--- src/rtl/dbus_uncached_bridge.sv ---
// Uncached data-bus bridge: turns one CPU dbus request into one single-beat
// cbus transaction and hands the result back.
// Ports: clk, reset (async, active-high), dreq/dresp (CPU side),
//        creq/cresp (interconnect side), busy (not IDLE).
package dbus_uncached_pkg;
  typedef logic [2:0] msize_t;
  localparam msize_t MSIZE1 = 3'd0;
  localparam msize_t MSIZE2 = 3'd1;
  localparam msize_t MSIZE4 = 3'd2;
  localparam msize_t MSIZE8 = 3'd3;

  typedef logic [7:0] mlen_t;
  localparam mlen_t MLEN1 = 8'd0;

  typedef logic [1:0] axi_burst_t;
  localparam axi_burst_t AXI_BURST_FIXED = 2'b00;

  typedef struct packed {
    logic        valid;
    logic [63:0] addr;
    msize_t      size;
    logic [7:0]  strobe;
    logic [63:0] data;
  } dbus_req_t;

  typedef struct packed {
    logic        addr_ok;
    logic        data_ok;
    logic [63:0] data;
  } dbus_resp_t;

  typedef struct packed {
    logic        valid;
    logic        is_write;
    msize_t      size;
    logic [63:0] addr;
    logic [7:0]  strobe;
    logic [63:0] data;
    mlen_t       len;
    axi_burst_t  burst;
  } cbus_req_t;

  typedef struct packed {
    logic        ready;
    logic        last;
    logic [63:0] data;
  } cbus_resp_t;
endpackage

module dbus_uncached_bridge
  import dbus_uncached_pkg::*;
#(
  parameter int unsigned TIMEOUT_CYCLES = 0,
  parameter logic [63:0] TIMEOUT_DATA   = 64'hFFFF_FFFF_FFFF_FFFF
) (
  input  logic       clk,
  input  logic       reset,
  input  dbus_req_t  dreq,
  output dbus_resp_t dresp,
  output cbus_req_t  creq,
  input  cbus_resp_t cresp,
  output logic       busy
);

  typedef enum logic [1:0] {
    IDLE = 2'd0,
    BUSY = 2'd1,
    DONE = 2'd2
  } state_t;

  state_t      state;
  state_t      state_nxt;

  logic [63:0] addr_q;
  logic [63:0] data_q;
  logic [63:0] result_q;
  msize_t      size_q;
  logic [7:0]  strobe_q;
  logic [31:0] cnt_q;

  logic        is_write;
  logic        timeout;

  assign is_write = |strobe_q;

  // Fires in the BUSY cycle that would bring the count to TIMEOUT_CYCLES.
  always_comb begin
    timeout = 1'b0;
    if (TIMEOUT_CYCLES != 0)
      timeout = (cnt_q == 32'(TIMEOUT_CYCLES - 1));
  end

  always_ff @(posedge clk or posedge reset) begin
    if (reset) state <= IDLE;
    else       state <= state_nxt;
  end

  always_comb begin
    state_nxt = state;
    unique case (state)
      IDLE: if (dreq.valid) state_nxt = BUSY;
      BUSY: begin
        if (cresp.ready) begin
          if (cresp.last) state_nxt = DONE;
        end else if (timeout) begin
          state_nxt = DONE;
        end
      end
      DONE:    state_nxt = IDLE;
      default: state_nxt = IDLE;
    endcase
  end

  always_ff @(posedge clk or posedge reset) begin
    if (reset) begin
      addr_q   <= '0;
      data_q   <= '0;
      size_q   <= '0;
      strobe_q <= '0;
      result_q <= '0;
      cnt_q    <= '0;
    end else begin
      unique case (state)
        IDLE: begin
          if (dreq.valid) begin
            addr_q   <= dreq.addr;
            data_q   <= dreq.data;
            size_q   <= dreq.size;
            strobe_q <= dreq.strobe;
            cnt_q    <= '0;
          end
        end
        BUSY: begin
          // Beats without last still overwrite; the last one wins.
          if (cresp.ready) begin
            result_q <= is_write ? '0 : cresp.data;
          end else begin
            cnt_q <= cnt_q + 32'd1;
            if (timeout)
              result_q <= is_write ? '0 : TIMEOUT_DATA;
          end
        end
        default: ;
      endcase
    end
  end

  always_comb begin
    creq          = '0;
    creq.valid    = (state == BUSY);
    creq.is_write = is_write;
    creq.size     = size_q;
    creq.addr     = addr_q;
    creq.strobe   = strobe_q;
    creq.data     = data_q;
    creq.len      = MLEN1;
    creq.burst    = AXI_BURST_FIXED;

    dresp = '0;
    if (state == DONE) begin
      dresp.addr_ok = 1'b1;
      dresp.data_ok = 1'b1;
      dresp.data    = result_q;
    end

    busy = (state != IDLE);
  end

endmodule

--- config.mk ---
export PLATFORM = sky130hd
export DESIGN_NAME = dbus_uncached_bridge
export DESIGN_NICKNAME = d
export VERILOG_FILES = /design/src/rtl/dbus_uncached_bridge.sv
export SDC_FILE = /design/constraint.sdc
export NUM_CORES = 1
export LEC_CHECK = 0
export CORE_ASPECT_RATIO = 0.5
export CORE_MARGIN = 3
export CORE_UTILIZATION = 45
export DETAILED_ROUTE_END_ITERATION = 16
export PLACE_DENSITY = 0.94
export SYNTH_ARGS = -nofsm -noshare
export SYNTH_HDL_FRONTEND = slang
export SYNTH_SLANG_ARGS = --single-unit
--- constraint.sdc ---
create_clock -name clk -period 11.6 [get_ports clk]
set_input_delay 1.16 -clock clk [delete_from_list [all_inputs] [get_ports clk]]
set_output_delay 1.16 -clock clk [all_outputs]
set_load 0.03 [all_outputs]
; ---- Word level (Yosys, flattened, before mapping)
; Index checks and enable logic that the tools add are counted.
[totals]
inputBits = 208
output_inout_bits = 218
ff_bits = 205
memories = 0
ramBits = 0
rom_bits = 0
latchBits = 0
word_cells = 23
[classes]
eq_ne = 5
n_lt_le_gt_ge = 0
mux = 6
addsub = 0
n_mul = 0
bitwise_logic = 0
shift = 0
n_reduce_logical = 6
div_mod_pow = 0
[op_table]
columns = op, n
row1 = 2-to-1 mux 66 bit, 1
row2 = 2-to-1 mux 64 bit, 1
row3 = OR reduction 8 bit, 1
row4 = 2-to-1 mux 2 bit, 3
row5 = "!= test 2 x 1 -> 1 bit, second input constant", 2
row6 = one-hot mux 2 bit (2 select lines), 1
row7 = AND reduction 2 bit, 2
row8 = AND reduction 3 bit, 1
row9 = "== test 2 x 1 -> 1 bit, second input constant", 1
row10 = "== test 2 bit, second input constant", 1
row11 = logical NOT 2 bit, 1
row12 = "!= test 2 bit, second input constant", 1
row13 = nonzero test 2 bit, 1

; ---- Logic depth before layout (Yosys ltp)
[depth]
depth_word = 3
depth_mapped = 5
mapped_depth_nobuf = 2

; ---- Worst setup path after synthesis
; No wires, ideal clock.
[synth_timing]
kind = reg-to-output
from = register strobe_q[1]
to = output creq[149] in the netlist's numbering
t_required_ns = 10.440
arrival_ns = 1.730
stages_incl_launch_ff = 6
slack_ns = 8.710
path_buffers = 3
cell_sequence = dfrtp_1 or4_4 buf_4 buf_6 or2_1 buf_4
[synth_between]
elab_chain_len = 1
[synth_rtl]
columns = element, line_no
row1 = "start, declared", 78  ; logic [7:0] strobe_q;
row2 = "start signal, assigned", 129  ; strobe_q <= dreq.strobe;
row3 = OR reduction 8 bit, 84  ; assign is_write = |strobe_q;
row4 = "end, declared", 60  ; output cbus_req_t creq,
; Every way passes these cells.

==> metrics <==
Critical Path RT 10.44 ns; Post-Syn Instances a little under 700; Worst VDD drop 0.2096 mV; crit share post-route 0.3439; Synth Flop Type dfrtp_1; Post-synth ARST share 1.000; PD cells 247.3 mW/mm²; commonest non-fill, non-tap cell in the layout clkdlybuf4s50_1; fin nets 1275; GRT Residual Overflow 0; CTS clk-pin slew, worst paths 0.06 ns; Post-synth EDFFs 0; Post-CTS Resized 0; first drt pass iteration count 5; Layout area overhead 50.39%; Port Buf Inserts 415; P_leak between 5 and 6 nW; post-route worst setup slack 7.611 ns; worst-margin pin slew 1.191 ns; Setup crit end kind output port; # setup viols final 0; initial core utilization 0.4710; GPL Wtd Cong 0.7907; post-route antenna net violation count 0; TritonCTS Buffers 20; RSZ-0062 raised after global routing no; total number of vias 6998; Max-slew headroom 0.2040; vias in the first global route 7722; via/cell ratio 5.211; clk sinks 205; setup TNS 0 ns; Post-Syn Area between 0.009 and 0.01 mm²; core area 0.01995 mm²; status complete, no violations; post-synthesis sequential area ratio 0.5458; overall routed net length 28640 µm; H-tree depth 1; CTS root buffer clkbuf_16; f_max 0.2507 GHz; n_diodes 0; Post-DP HPWL 19880 µm; fin crit period 3.989 ns; die height around 110 µm; Final Max Slew Viols 0; Ys Warns 0; antenna violations before repair 0; Hold Vio Cnt, Final 0; largest net degree at the start of global routing 141; CTS tree yes; Total GRT Usage 0.2474; DP Worst Slack between 7 and 8 ns; Rows 36; post-synthesis area per instance 13.60 µm²; #FFs+latches synth 205; Iteration-0 DRC Markers 478; die width 210.4 µm; CP arrival ~2.8 ns; first-pass GRT wire length 44190 µm; Worst Hold Class reg -> reg; fraction of layout cells with a size suffix above 1 0.2173; Boundary Pins between 400 and 500; DRC Markers 0; # hold bufs at CTS 0; Yosys cell types 21; most frequent cells in the layout clkdlybuf4s50_1 (414), dfrtp_1 (204), mux2_2 (139); startpoint types register; peak fanout along the critical path 66; CTS Buffer Depth 3; Post-CTS Setup Inserts 0; Crit Path Class reg -> out; Die ar. between 0.02 and 0.025 mm²; worst hold margin 0.5069 ns; Clock Skews 0.01041 ns; WL per Instance roughly 21 µm; utilization after layout 0.7084; insertion delay to the later sink of the worst-skew pair 0.50 ns; max-cap violations 0
==> metrics by stage <==
stage | area (µm²) | cells | power, mW
6_report | 14130 | 1343 | 3.496
2_1_floorplan | 9433 | 700 | 2.160
5_1_grt | 14130 | 1343 | 3.654
3_5_place_dp | 13520 | 1311 | 2.883
3_3_place_gp | 13520 | 1311 | 2.830
4_1_cts | 14130 | 1343 | 3.530
==> cell type report <==
type / count / area (µm²)
tap: 266 / 332.8
timing repair buffer: 423 / 4209
inverter: 65 / 251.5
fill: 1348 / 5819
multi-input combinational: 352 / 3596
sequential: 205 / 5131
clock buffer: 28 / 591.8
clock inverter: 4 / 22.52
==> critical path: stages (launching register included) <==
cell	delay, ns
dfrtp_2	0.42
nor2b_4	0.92
and2_1	0.30
clkdlybuf4s50_1	0.69
==> path summary, 6_finish.rpt <==
path | start | endpoint | slack, ns | cells past startpoint
max | state[0]$_DFFE_PP0P_ | dresp[57] | 7.61 | 3
min | addr_q[1]$_DFFE_PP0P_ | addr_q[1]$_DFFE_PP0P_ | 0.51 | 1
max reg2reg | state[0]$_DFFE_PP0P_ | data_q[46]$_DFFE_PP0P_ | 8.34 | 5
min reg2reg | addr_q[1]$_DFFE_PP0P_ | addr_q[1]$_DFFE_PP0P_ | 0.51 | 1
max in group asynchronous | reset | addr_q[16]$_DFFE_PP0P_ | 8.88 | 3
min in group asynchronous | reset | strobe_q[4]$_DFFE_PP0P_ | 1.28 | 2
==> sequential cells by signal, indices dropped and copies added (netlist names) <==
name and cells:
addr_q 64, data_q 64, result_q 64, size_q 3, state 2, strobe_q 8
==> Yosys cell counts (all sizes together), types with 2 or more instances <==
master,count,area (µm²)
dfrtp,205,5130
inv,65,244.0
clkbuf,28,105.1
or4,2,22.52
and2,65,406.6
nor2b,2,12.51
or2,2,12.52
o32ai,64,928.4
nand4b,64,560.5
mux2,139,1565
buf,50,375.4
==> per-layer routing <==
| metal | vias up | track usage | routed length (µm) |
|---|---|---|---|
| met2 | 198 | 0.4525 | 15360 |
| met4 | 0 | 0.07780 | 898 |
| met1 | 3559 | 0.2936 | 10950 |
| met5 | - | 0 | 0 |
| met3 | 62 | 0.05710 | 1423 |
| li1 | 3179 | - | - |
==> cells by family after synthesis <==
| logic type | synth area share |
|---|---|
| AND/OR/NAND/NOR | 0.1106 |
| flip-flops | 0.5458 |
| multiplexers | 0.1665 |
| buffers and inverters | 0.07708 |
| other | 0.0003990 |
| AO/OA/AOI/OAI | 0.09957 |
==> power by group <==
part | switching, mW | internal [mW]
combinational | 0.975 | 0.767
sequential | 0.152 | 0.972
clock | 0.275 | 0.354
Note: power is estimated with default switching activity, not from simulation.
